<file path="src/rtl/mem_access_ctrl.sv">
// ----------------------------------------------------------------------------
// mem_access_ctrl
//   MEM-stage controller. Takes the EX/MEM latch outputs, issues the data
//   request to the dcache, stalls the pipeline on a miss, registers the
//   MEM/WB result for writeback and latches the processor halt.
//
//   Optional feature macro: MEM_TIMEOUT_EN. When defined, a request that waits
//   TIMEOUT_CYC-1 stalled cycles without dhit is aborted and memTimeout is set.
//   When undefined, a request waits indefinitely and memTimeout is tied 0.
//
// Handshake: a request (memcuDRE/memcuDWE) is held by the EX/MEM latch until
//   the cache answers with dhit. A cycle with req & dhit completes the access
//   with no stall; req & ~dhit stalls (memStall=1) and the request stays up.
//
// Ports
//   CLK, RST          clock (rising edge), async active-high reset
//   memcuDRE/DWE      load / store request from EX/MEM
//   memcuHALT         halt instruction in MEM
//   memMemToReg       writeback select: 1 = load data
//   memWEN, memwsel   register-file write enable / destination
//   memOutput_Port    ALU result / byte address
//   memrdat2          store data
//   meminstr          instruction word (LUI immediate)
//   memLUIflag        LUI: write {meminstr[15:0],16'h0}
//   dhit, dmemload    dcache completion and load data
//   dmemREN/WEN       dcache read / write request
//   dmemaddr/store    dcache address / store data
//   memStall          MEM stage holding, upstream latches freeze
//   wbWEN/wsel/wdat   registered MEM/WB result
//   halt              sticky halt
//   memTimeout        sticky access-abort flag
//   state_dbg         FSM state (0 IDLE, 1 WAIT, 2 HALTED)
// ----------------------------------------------------------------------------
module mem_access_ctrl #(
  parameter int unsigned TIMEOUT_CYC = 16
) (
  input  logic        CLK,
  input  logic        RST,
  input  logic        memcuDRE,
  input  logic        memcuDWE,
  input  logic        memcuHALT,
  input  logic        memMemToReg,
  input  logic        memWEN,
  input  logic [4:0]  memwsel,
  input  logic [31:0] memOutput_Port,
  input  logic [31:0] memrdat2,
  input  logic [31:0] meminstr,
  input  logic        memLUIflag,
  input  logic        dhit,
  input  logic [31:0] dmemload,
  output logic        dmemREN,
  output logic        dmemWEN,
  output logic [31:0] dmemaddr,
  output logic [31:0] dmemstore,
  output logic        memStall,
  output logic        wbWEN,
  output logic [4:0]  wbwsel,
  output logic [31:0] wbwdat,
  output logic        halt,
  output logic        memTimeout,
  output logic [1:0]  state_dbg
);

  typedef enum logic [1:0] {
    IDLE   = 2'd0,
    WAIT   = 2'd1,
    HALTED = 2'd2
  } state_t;

  state_t      state, state_nxt;
  logic        req;
  logic        halted;
  logic        timeout_hit;
  logic        halt_go;
  logic [31:0] wb_data_nxt;

  assign req       = memcuDRE | memcuDWE;
  assign halted    = (state == HALTED);
  assign dmemaddr  = memOutput_Port;
  assign dmemstore = memrdat2;
  assign state_dbg = state;

`ifdef MEM_TIMEOUT_EN
  logic [7:0] wait_cnt;

  // The counter advances on every stalled cycle of a request, including the
  // IDLE cycle in which the miss is first seen, so cnt equals the number of
  // stalled cycles already spent. Any non-stalled cycle (dhit, abort, no req)
  // clears it.
  assign timeout_hit = (state == WAIT) & req & ~dhit &
                       (wait_cnt == 8'(TIMEOUT_CYC - 1));

  always_ff @(posedge CLK or posedge RST) begin
    if (RST) begin
      wait_cnt   <= 8'd0;
      memTimeout <= 1'b0;
    end else begin
      if (memStall) wait_cnt <= wait_cnt + 8'd1;
      else          wait_cnt <= 8'd0;
      if (timeout_hit) memTimeout <= 1'b1;
    end
  end
`else
  logic unused_timeout_cfg;
  assign unused_timeout_cfg = (TIMEOUT_CYC != 0);
  assign timeout_hit = 1'b0;
  assign memTimeout  = 1'b0;
`endif

  // Cache requests and stall. Reset forces them low so an outstanding miss
  // is dropped the instant RST rises. On store+load, the store wins.
  always_comb begin
    dmemREN  = 1'b0;
    dmemWEN  = 1'b0;
    memStall = 1'b0;
    if (!RST && !halted && !timeout_hit) begin
      dmemWEN  = memcuDWE;
      dmemREN  = memcuDRE & ~memcuDWE;
      memStall = req & ~dhit;
    end
  end

  assign halt_go = memcuHALT & ~memStall & ~halted;

  always_comb begin
    state_nxt = state;
    case (state)
      IDLE:    if (halt_go) state_nxt = HALTED;
               else if (memStall) state_nxt = WAIT;
      WAIT:    if (halt_go) state_nxt = HALTED;
               else if (!memStall) state_nxt = IDLE;
      HALTED:  state_nxt = HALTED;
      default: state_nxt = IDLE;
    endcase
  end

  always_ff @(posedge CLK or posedge RST) begin
    if (RST) state <= IDLE;
    else     state <= state_nxt;
  end

  always_comb begin
    wb_data_nxt = memOutput_Port;
    if (memLUIflag)       wb_data_nxt = {meminstr[15:0], 16'h0000};
    else if (memMemToReg) wb_data_nxt = dmemload;
  end

  // MEM/WB register. Stall, abort and halted cycles insert a bubble and keep
  // the previous destination/data.
  always_ff @(posedge CLK or posedge RST) begin
    if (RST) begin
      wbWEN  <= 1'b0;
      wbwsel <= 5'd0;
      wbwdat <= 32'd0;
      halt   <= 1'b0;
    end else begin
      if (halted || memStall || timeout_hit) begin
        wbWEN <= 1'b0;
      end else begin
        wbWEN  <= memWEN;
        wbwsel <= memwsel;
        wbwdat <= wb_data_nxt;
      end
      if (halt_go) halt <= 1'b1;
    end
  end

endmodule

</file>
<file path="config.mk">
export PLATFORM = sky130hd
export DESIGN_NAME = mem_access_ctrl
export DESIGN_NICKNAME = d
export VERILOG_FILES = /design/src/rtl/mem_access_ctrl.sv
export SDC_FILE = /design/constraint.sdc
export NUM_CORES = 1
export LEC_CHECK = 0
export ABC_CLOCK_PERIOD_IN_PS = 2140
export CORE_AREA = 4 4 104 106
export DETAILED_ROUTE_END_ITERATION = 10
export DIE_AREA = 0 0 108 110
export HOLD_SLACK_MARGIN = 0.1
export PLACE_DENSITY = 0.77
export SLEW_MARGIN = 20
export SYNTH_ARGS = -nofsm -noshare
export SYNTH_HDL_FRONTEND = slang
export SYNTH_SLANG_ARGS = --single-unit
</file>
<file path="constraint.sdc">
create_clock -name CLK -period 2.14 [get_ports CLK]
set_clock_uncertainty 0.2 [all_clocks]
set_input_delay 0.428 -clock CLK [delete_from_list [all_inputs] [get_ports CLK]]
set_output_delay 0.428 -clock CLK [all_outputs]
set_load 0.02 [all_outputs]
</file>
After elaboration in Yosys (flattened, before gate mapping)
Cells that the tools add are included.
Storage, ports and cells
  register bits: 41
  bits of input ports: 142
  output and inout bits: 109
  word-level logic and storage cells: 35
Cells by class
  equal/unequal tests: 4
  muxes and demuxes: 11
  bitwise operators: 9
  reductions and logical operators: 6
Operators by type and width (number)
  32-bit 2-to-1 mux: 2
  2-bit 2-to-1 mux: 4
  3-bit inequality test, second input constant: 2
  2-bit case mux with 3 select lines: 1
  1-bit AND: 4
  1-bit 2-to-1 mux: 4
  1-bit NOT: 4
  2-bit by 1-bit == test with 1-bit output, second input constant: 1
  2-bit == test, second input constant: 1
  1-bit logical NOT: 2
  2-bit logical NOT: 1
  2-bit AND reduction: 1
  1-bit logical AND: 1
  1-bit logical OR: 1
  1-bit OR: 1

Depth between registers and ports, before layout
  depth after elaboration: 9
  depth in mapped cells: 5

Worst setup path after synthesis
OpenSTA, ideal clock, no wires.
  kind: input to output
  from: input port RST
  to: output port dmemWEN
  data arrival time: 1707 ps
  required time: 1512 ps
  path slack: -195 ps
  cell stages on the path: 2
  path through: inv_1 > and3_1
Between the ends
  cells in the longest elaborated chain, start to end: 3
Ends and longest elaborated chain
  from (decl): line 38  | input logic RST,
  1-bit logical NOT (no source line)
  1-bit logical AND: line 116  | if (!RST && !halted && !timeout_hit) begin
  1-bit 2-to-1 mux: line 116
  to (decl): line 52  | output logic dmemWEN,
Every way passes these cells.

Final worst setup path
  from: input port memOutput_Port[30]
  to: output port dmemaddr[30]
RTL lines
  from (decl): line 45  | input logic [31:0] memOutput_Port,
  to (decl): line 53  | output logic [31:0] dmemaddr,
No word-level cell between the ends.

==> impl_results.md <==
* Status: completed
* Grt met1 use at 0.151
* Final setup fails at 0
* Fin. max-slew vios at 0
* Final hold viol count at 0
* Max incr delay on CP at 0.60 ns
* Crit Path Class: in2out
* Mapped Cells at 274
* Pleak at 2.06 nW
* Worst setup EP type: output port
* Post-route ant nets at 0
* Syn Area/Cell at 10.0 um^2
* GRT overflow at 0
* Cts bufs inserted at 5
* Root Buffer: clkbuf_8
* Fraction of final layout cells with drive strength greater than 1 at 0.143
* Rows at 36
* Final WL at 8270 um
* Initial DRC count at 103
* Crit path top cell by count: clkdlybuf4s50_1
* Worst-Margin Slew at roughly 0.56 ns
* Most common cell after layout, fill and taps aside: clkdlybuf4s50_1
* Clock share of power at 0.124
* Post-synthesis sequential area ratio at 0.374
* Clk slew on worst S/H paths at 0.08 ns
* Setup_tns at 0 ns
* P_sw at 1.68 mW
* Sw Ratio at 0.369
* Period utilization at 0.993
* Total GRT Usage at 0.136
* Int Pwr at 2.87 mW
* Most Used Layer, Global Route: met2
* F_max at 471 MHz
* WP data arrival at 1.50 ns
* GR Layer Usage met3 at 0.0373
* Layout area overhead at 57.1%
* Starting Density at 0.280
* #FFs+latches synth at 41
* Full die area at 11,900 um^2
* DR WL/cell at 16.0 um
* Cell area power density at 1050 nW/um^2
* Dpl hpwl at about 6400 um
* DRC at 0
* Nets at 525
* Clk Latency, worst-skew pair at 0.29 ns
* Pre-antenna DRT Iters at 4
* Util after Layout at 0.440
* Yosys cell types at 25
* Crit path required time at 1.51 ns
* Largest net degree at the start of global routing at between 40 and 50
* Most frequent cells in the layout: clkdlybuf4s50_1 (130), dfrtp_1 (41), nor2_1 (19), dlymetal6s2s_1 (19), inv_1 (17)
* Vias in the first global route at 2,529
* Clk sinks at 41
* CP max-delay cell: clkdlybuf4s50_1
* Synth warn at 0
* Non-Filler Instances at 517
* Die H at 110 um
* Ports at 251
* Mapped Nets at 416
* HP Start: halt
* R2R Path Start: state_dbg[0]
* CP bufs+invs at 2
* Worst IR Drop VDD at 0.496 mV
* CTS tree: yes
* Max_slew headroom at 0.629
* Antenna Cells at 0
* CP Launch Type: input port
* Register share of total power at 0.295
* Drt via density at roughly 4.5
* Port Buffer Count at 169
* Crit-path max FO at 2
* Global-route wire length before repair at 12,700 um
* Core Area at approximately 10000 um^2
* Total of max-cap violations at 0
* Die width at approximately 110 um
* Antenna violations before repair at 0
* H-tree levels at 2
* Comb power frac at 0.581
* HP Class: reg2reg
* CP startpoint: memOutput_Port[30]
* Critical path's top delay family: buffers and inverters
* Longest Clk Path Bufs at 2
* Cell area after technology mapping at 2740 um^2
* Vias at 2,326
* Met2 GRT Util at 0.252
* RePlAce Congestion at slightly below 0.7
* Critical-path cell list: clkdlybuf4s50_1 -> clkdlybuf4s50_1
* RSZ-0062 raised after global routing: no
* Final min period at 2.12 ns
* Placed insts at between 500 and 600
==> metrics by stage <==
stage	power (mW)	hold WS (ns)	setup WS (ns)	instance area, um^2
after CTS	4.62	0.270	-0.0664	4250
after global routing	4.83	0.299	0.00301	4310
after global placement	4.00	0.243	-0.604	4180
final	4.54	0.263	0.0157	4310
after detailed placement	4.04	0.251	-0.592	4180
after floorplan	2.84	0.216	0.0354	2750
==> state kept, by name, indices dropped and copies added, names as in the netlist <==
signal	count
state_dbg	2
wbWEN	1
wbwdat	32
halt	1
wbwsel	5
==> area by class of cell <==
type,count,area [um^2]
fill,949,5470
timing repair buffer,185,1870
multi-input combinational,132,1070
sequential,41,1030
tap,133,166
clock buffer,7,96.3
inverter,18,71.3
clock inverter,1,5.00
==> power groups by stage <==
stage | Combinational, mW | Clock (mW) | Sequential (mW)
floorplan | 1.04 | 0 | 1.80
global placement | 2.66 | 0 | 1.33
detailed placement | 2.69 | 0 | 1.35
CTS | 2.68 | 0.595 | 1.35
global route | 2.81 | 0.626 | 1.39
finish | 2.64 | 0.565 | 1.34
==> path summary, 6_finish.rpt <==
check / endpoint / slack, ns / cells past startpoint
worst min register to register: halt / 0.26 / 1
max in group asynchronous: wbwdat[2] / 1.09 / 4
min in group asynchronous: wbwdat[8] / 0.27 / 4
worst max register to register: wbwdat[9] / 0.54 / 4
worst max-delay path: dmemaddr[30] / 0.02 / 2
worst min-delay path: halt / 0.26 / 1
==> synth_stat cells <==
library cell   n  area (um^2)
conb_1         1         3.75
buf_1          1         3.75
a211o_1       16          140
o21ai_1        1         5.00
nor2b_1       17          106
a21o_1         1         7.51
a21oi_1       16         80.1
buf_4         65          488
nor4b_1        1         8.76
inv_1         18         67.6
mux2i_1       16          160
nor2_1        19         71.3
and3_1         1         6.26
a32o_1        16          160
o21a_1         1         7.51
buf_2          9         45.0
dfrtp_1       41         1030
clkbuf_1       5         18.8
a31o_2         1         8.76
mux2_4         8          120
nand2b_1       1         6.26
or2_1          2         12.5
buf_6          3         33.8
mux2_2        13          146
and2_1         1         6.26
==> cells by family after synthesis <==
family,synth area share
flip-flops,0.374
buffers and inverters,0.240
AND/OR/NAND/NOR,0.0795
AO/OA/AOI/OAI,0.149
other,0.00137
multiplexers,0.156
==> per-layer routing <==
metal | up-vias | routed length (um) | part of all wire
li1 | 1088 | - | -
met2 | 116 | 4270 | 0.52
met3 | 18 | 712 | 0.086
met1 | 1104 | 3190 | 0.39
met5 | - | 0 | 0
met4 | 0 | 98 | 0.012
==> timing repair <==
item | in CTS | in global routing
pin swaps | 2 | 3
setup endpoints to repair | 18 | 18
gates resized for setup | 30 | 20
buffers inserted | 0 | 1
hold buffers | 0 | 0
No activity file was read; power rests on OpenSTA's default activity.
